===== config.mk =====
export PLATFORM = sky130hd
export DESIGN_NAME = key_conditioner
export DESIGN_NICKNAME = d
export VERILOG_FILES = /design/src/rtl/key_pkg.sv /design/src/rtl/key_channel.sv /design/src/rtl/key_conditioner.sv
export SDC_FILE = /design/constraint.sdc
export NUM_CORES = 1
export LEC_CHECK = 0
export BUFFER_PORTS_ARGS = -buffer_cell sky130_fd_sc_hd__clkbuf_2
export CORE_AREA = 2 2 130 132
export DETAILED_ROUTE_END_ITERATION = 8
export DIE_AREA = 0 0 132 134
export HOLD_SLACK_MARGIN = 0.05
export PLACE_DENSITY_LB_ADDON = 0.25
export SETUP_SLACK_MARGIN = 0.1
export SYNTH_ARGS = -nofsm -noshare
export SYNTH_HDL_FRONTEND = slang
export SYNTH_SLANG_ARGS = --single-unit

===== constraint.sdc =====
create_clock -name i_clk -period 4.2 [get_ports i_clk]
set_clock_uncertainty 0.1 [all_clocks]
set_input_delay 0.42 -clock i_clk [delete_from_list [all_inputs] [get_ports i_clk]]
set_output_delay 0.42 -clock i_clk [all_outputs]
set_load 0.01 [all_outputs]

===== src/rtl/key_pkg.sv =====
// rtl/key_pkg.sv - shared channel state type and counter sizing helper for the key conditioner.
package key_pkg;

  typedef enum logic [1:0] {
    ST_IDLE,
    ST_PRESS_WAIT,
    ST_HELD,
    ST_RELEASE_WAIT
  } key_state_e;

  function automatic int cnt_width(input int max_val);
    return (max_val < 1) ? 1 : $clog2(max_val + 1);
  endfunction

  function automatic int max_int(input int a, input int b);
    return (a > b) ? a : b;
  endfunction

endpackage


===== src/rtl/key_channel.sv =====
// rtl/key_channel.sv - one pushbutton: two-flop synchroniser, debounce FSM and auto-repeat counter.
module key_channel
  import key_pkg::*;
#(
  parameter int DEBOUNCE_CYCLES = 500000,
  parameter int REPEAT_DELAY    = 25000000,
  parameter int REPEAT_RATE     = 5000000,
  parameter bit ACTIVE_LOW_IN   = 1'b1
) (
  input  logic i_clk,
  input  logic i_rst_n,
  input  logic i_key_raw,
  input  logic i_repeat_en,
  output logic o_level,
  output logic o_press,
  output logic o_release
);

  localparam int DW = cnt_width(DEBOUNCE_CYCLES);
  localparam int RW = cnt_width(max_int(REPEAT_DELAY, REPEAT_RATE));
  localparam logic [DW-1:0] DB_MAX    = DW'(DEBOUNCE_CYCLES);
  localparam logic [RW-1:0] REP_DELAY = RW'(REPEAT_DELAY);
  localparam logic [RW-1:0] REP_RATE  = RW'(REPEAT_RATE);
  localparam logic [RW-1:0] REP_MAX   = RW'(max_int(REPEAT_DELAY, REPEAT_RATE));
  localparam logic          RAW_IDLE  = ACTIVE_LOW_IN;

  key_state_e      r_state;
  logic [1:0]      r_sync;
  logic [DW-1:0]   r_db_cnt;
  logic [RW-1:0]   r_rep_cnt;
  logic            r_rep_phase;
  logic            r_level;
  logic            r_press;
  logic            r_release;

  logic            w_pressed;
  logic [DW-1:0]   w_db_next;
  logic            w_db_done;
  logic [RW-1:0]   w_rep_next;
  logic [RW-1:0]   w_rep_target;
  logic            w_rep_done;

  // r_db_cnt is 0 whenever IDLE/HELD, so the same done test covers the first stable edge
  assign w_pressed    = r_sync[1] ^ RAW_IDLE;
  assign w_db_next    = (r_db_cnt == DB_MAX) ? r_db_cnt : r_db_cnt + 1'b1;
  assign w_db_done    = (w_db_next >= DB_MAX);
  assign w_rep_next   = (r_rep_cnt == REP_MAX) ? r_rep_cnt : r_rep_cnt + 1'b1;
  assign w_rep_target = r_rep_phase ? REP_RATE : REP_DELAY;
  assign w_rep_done   = (w_rep_next >= w_rep_target);

  always_ff @(posedge i_clk or negedge i_rst_n) begin
    if (!i_rst_n) begin
      r_state     <= ST_IDLE;
      r_sync      <= {2{RAW_IDLE}};
      r_db_cnt    <= '0;
      r_rep_cnt   <= '0;
      r_rep_phase <= 1'b0;
      r_level     <= 1'b0;
      r_press     <= 1'b0;
      r_release   <= 1'b0;
    end else begin
      r_sync    <= {r_sync[0], i_key_raw};
      r_press   <= 1'b0;
      r_release <= 1'b0;
      case (r_state)
        ST_IDLE: begin
          r_rep_cnt   <= '0;
          r_rep_phase <= 1'b0;
          if (w_pressed) begin
            if (w_db_done) begin
              r_state  <= ST_HELD;
              r_level  <= 1'b1;
              r_press  <= 1'b1;
              r_db_cnt <= '0;
            end else begin
              r_state  <= ST_PRESS_WAIT;
              r_db_cnt <= w_db_next;
            end
          end
        end
        ST_PRESS_WAIT: begin
          if (!w_pressed) begin
            r_state  <= ST_IDLE;
            r_db_cnt <= '0;
          end else if (w_db_done) begin
            r_state     <= ST_HELD;
            r_level     <= 1'b1;
            r_press     <= 1'b1;
            r_db_cnt    <= '0;
            r_rep_cnt   <= '0;
            r_rep_phase <= 1'b0;
          end else begin
            r_db_cnt <= w_db_next;
          end
        end
        ST_HELD: begin
          if (!w_pressed) begin
            if (w_db_done) begin
              r_state   <= ST_IDLE;
              r_level   <= 1'b0;
              r_release <= 1'b1;
              r_db_cnt  <= '0;
            end else begin
              r_state  <= ST_RELEASE_WAIT;
              r_db_cnt <= w_db_next;
            end
          end else if (!i_repeat_en) begin
            r_rep_cnt   <= '0;
            r_rep_phase <= 1'b0;
          end else if (w_rep_done) begin
            r_press     <= 1'b1;
            r_rep_cnt   <= '0;
            r_rep_phase <= 1'b1;
          end else begin
            r_rep_cnt <= w_rep_next;
          end
        end
        ST_RELEASE_WAIT: begin
          // repeat counter intentionally untouched here so it resumes on bounce back to HELD
          if (w_pressed) begin
            r_state  <= ST_HELD;
            r_db_cnt <= '0;
          end else if (w_db_done) begin
            r_state     <= ST_IDLE;
            r_level     <= 1'b0;
            r_release   <= 1'b1;
            r_db_cnt    <= '0;
            r_rep_cnt   <= '0;
            r_rep_phase <= 1'b0;
          end else begin
            r_db_cnt <= w_db_next;
          end
        end
        default: r_state <= ST_IDLE;
      endcase
    end
  end

  assign o_level   = r_level;
  assign o_press   = r_press;
  assign o_release = r_release;

endmodule


===== src/rtl/key_conditioner.sv =====
// rtl/key_conditioner.sv - NUM_KEYS independent debounced pushbutton channels with auto-repeat.
module key_conditioner #(
  parameter int NUM_KEYS        = 2,
  parameter int DEBOUNCE_CYCLES = 500000,
  parameter int REPEAT_DELAY    = 25000000,
  parameter int REPEAT_RATE     = 5000000,
  parameter bit ACTIVE_LOW_IN   = 1'b1
) (
  input  logic                i_clk,
  input  logic                i_rst_n,
  input  logic [NUM_KEYS-1:0] i_key_raw,
  input  logic [NUM_KEYS-1:0] i_repeat_en,
  output logic [NUM_KEYS-1:0] o_key_level,
  output logic [NUM_KEYS-1:0] o_key_press,
  output logic [NUM_KEYS-1:0] o_key_release
);

  for (genvar g = 0; g < NUM_KEYS; g++) begin : g_ch
    key_channel #(
      .DEBOUNCE_CYCLES(DEBOUNCE_CYCLES),
      .REPEAT_DELAY   (REPEAT_DELAY),
      .REPEAT_RATE    (REPEAT_RATE),
      .ACTIVE_LOW_IN  (ACTIVE_LOW_IN)
    ) u_channel (
      .i_clk      (i_clk),
      .i_rst_n    (i_rst_n),
      .i_key_raw  (i_key_raw[g]),
      .i_repeat_en(i_repeat_en[g]),
      .o_level    (o_key_level[g]),
      .o_press    (o_key_press[g]),
      .o_release  (o_key_release[g])
    );
  end

endmodule


==> qor.yml <==
status: "finished clean"
f_max_ghz: 0.252
synth_ff_type: "dfrtp_1"
pwr-share-clk_pct: 41.5
worstMarginPinSlew_ps: 1140
drtAntennaViolNets: 0
cts-buffers-inserted: 9
fp.coreArea_mm2: 0.0163
floorplan.rows: 47
commonest_non_fill_non_tap_cell_in_the_layout: "nand2_1"
die_area_mm2: 0.0177
hold_path.class: "reg2reg"
clock_tree.root_cell: "clkbuf_16"
dpl_wire_length_mm: 12.0
iteration_count_of_the_initial_detailed_routing_pass: 4
cts.path.max_buffers: 2
first_iter_violations: 430
ir_drop_mv: 0.204
power.static_leakage_nw: 3.26
chipWidth_um: 132
maxCapViolCount: 0
place_worst_setup_slack_ps: 171
area.growth.synth_to_final_pct: 7.86
grt.overflow.total: 0
path_class: "reg2reg"
drcViolationCount: 0
most-common-layout-cells: "nand2_1, dfrtp_1, nor2_1, o21ai_0, nand3_1"
hold_viol: 0
grt_setup_unrepaired: "yes"
avgRoutedWirePerCell_um: 15.9
drt_via_density: 5.80
layoutNonFillerInstCount: 1066
dp.cells: 1045
io_pins: 12
power.density_cell_area_mw_per_mm2: 253
worst_slew_margin_rel_pct: 23.9
h_tree_levels: 3
die_height_um: 134
power.sequential.fraction_pct: 52.7
grt_start_max_net_pins: 49
antenna_cells: 0
route.final.wire_length_mm: 17.0
power.share.combinational_pct: 5.9
synth_area_mm2: 0.00721
critical_path_peak_fanout: 7
layout_min_cycle_time_ps: 3970
numClockSinks: 104
yosys_warnings: 0
syn_inst: 841
start_util_pct: 44.3
final_layout_size_suffix_gt1_share_pct: 10.4
hold_slack_ps: 265
number_of_filler_cells_placed_in_the_layout: 1543
syn-num-nets: 871
ys_ff_latch: 104
insertion_delay_ps: 350
grt_first_pass_wirelength_mm: 28.8
cellInternalPower_mw: 1.47
synth-async-reset-ratio_pct: 100
place_congestion: 0.874
groute.usage.overall_pct: 19.6
detailroute.via_count: 6178
buffer_ports.inserted: 11
report.final.slew_viol_count: 0
synth.avg_cell_area_um2: 8.58
finalNetCount: 871
tritoncts: "yes"
switching_share_of_power_pct: 25.1
critical_path.startpoint_type: "register"
synth_edf_count: 0
endpoint_kind: "register"
grt_antenna_before_repair: 0
fin_total_pwr_mw: 1.97
clkTransAtPathRegs_ps: 70
synth-seq-area-share_pct: 36.1
vias_in_the_first_global_route: 5704
timing.final.crit_share_pct: 94.4
post_synth_num_cell_types: 84
setup_slack_ps: 233
finalSetupViolations: 0
p_sw_uw: 493
cp.arrival_ps: 4120
fin_setup_tns_ps: 0
cp_data_required_time_ps: 4350
synth_stat cells, types with 12 or more instances:
cell type    n  share of area, %
nor3_1      21               1.5
nand2_1    104               5.4
buf_2       28               1.9
xnor2_1     20               2.4
o31ai_1     16               1.7
nand4_1     25               2.2
o21ai_0     57               4.0
and2_1      12               1.0
a31oi_1     19               1.6
a21oi_1     21               1.5
inv_1       26               1.4
a21o_1      13               1.4
o21ai_1     13              0.90
a22o_1      19               2.3
nor2_1      58               3.0
ha_1        24               4.2
and3_1      14               1.2
nand3_1     40               2.8
dfrtp_1    100                35
xor2_1      16               1.9
nand2b_1    13               1.1
layer usage:
layer	vias up	part of all wire, %	GRT usage [%]
met4	0	1.8	7.19
met5	-	0	0
met1	2916	49	27.9
li1	3103	-	-
met3	25	3.8	3.02
met2	134	45	30.2
through the flow:
stage	instance area, um2	utilization [%]
floorplan	7210	-
global placement	7430	45.6
detailed placement	7430	45.6
CTS	7730	47.5
global route	7780	47.8
finish	7780	47.8
registers in the layout, indices dropped and copies added, names as in the netlist:
signal                      count
g_ch.u_channel.r_sync           4
g_ch.u_channel.r_rep_phase      2
g_ch.u_channel.o_press          2
g_ch.u_channel.r_state          4
g_ch.u_channel.o_release        2
g_ch.u_channel.o_level          2
g_ch.u_channel.r_db_cnt        38
g_ch.u_channel.r_rep_cnt       50
critical path, stage by stage, from the launching register on:
cell	delay, ps
dfrtp_1	420
ha_4	180
nand3_2	130
or4_4	600
nor2_1	140
xor2_1	210
ha_1	310
nand3_1	100
mux2_2	140
o211ai_1	80
a41o_1	230
a2111o_1	460
nand2_1	250
nand3_1	200
o311ai_1	310
final timing paths:
kind / end / from / slack (ps) / cells past startpoint
setup / recovery: g_ch[1].u_channel.r_rep_cnt[5] / g_ch[1].u_channel.r_rep_cnt[0] / 230 / 14
hold / removal: g_ch[1].u_channel.r_sync[1] / g_ch[1].u_channel.r_sync[0] / 260 / 0
setup reg to reg: g_ch[1].u_channel.r_rep_cnt[5] / g_ch[1].u_channel.r_rep_cnt[0] / 230 / 14
hold reg to reg: g_ch[1].u_channel.r_sync[1] / g_ch[1].u_channel.r_sync[0] / 260 / 0
max in group asynchronous: g_ch[0].u_channel.r_sync[1] / i_rst_n / 2580 / 3
min in group asynchronous: g_ch[1].u_channel.r_rep_cnt[10] / i_rst_n / 540 / 2
power groups by stage:
| stage | Sequential (mW) | Combinational, mW | Clock (mW) |
|---|---|---|---|
| final | 1.04 | 0.116 | 0.815 |
| after global routing | 1.04 | 0.134 | 0.868 |
| after CTS | 1.04 | 0.118 | 0.837 |
| after detailed placement | 1.05 | 0.115 | 0 |
| after global placement | 1.05 | 0.113 | 0 |
| after floorplan | 1.05 | 0.0739 | 0 |
area by class of cell:
cell class	count	area [um2]	share of cell area, %
tap	220	275	3.54
clock inverter	4	28.8	0.370
multi-input combinational	662	4260	54.7
inverter	26	97.6	1.25
sequential	104	2610	33.5
timing repair buffer	38	268	3.44
clock buffer	12	246	3.17
what timing repair did:
item,in CTS,in global routing
setup endpoints to repair,0,29
resized for setup,0,7
hold endpoints to repair,48,0
buffers inserted,0,2
hold buffers,3,0
cells by family (layout without fill, tap and decap cells):
| logic type | count (synthesis) | count (layout) | share of synthesized area, % |
|---|---|---|---|
| AO/OA/AOI/OAI | 225 | 225 | 21.6 |
| AND/OR/NAND/NOR | 372 | 372 | 27.6 |
| multiplexers | 5 | 5 | 0.746 |
| buffers and inverters | 75 | 80 | 5.29 |
| flip-flops | 104 | 104 | 36.1 |
| XOR/XNOR | 36 | 36 | 4.37 |
| adder cells (fa/ha/maj) | 24 | 24 | 4.16 |
(Power assumes the default switching activity.)
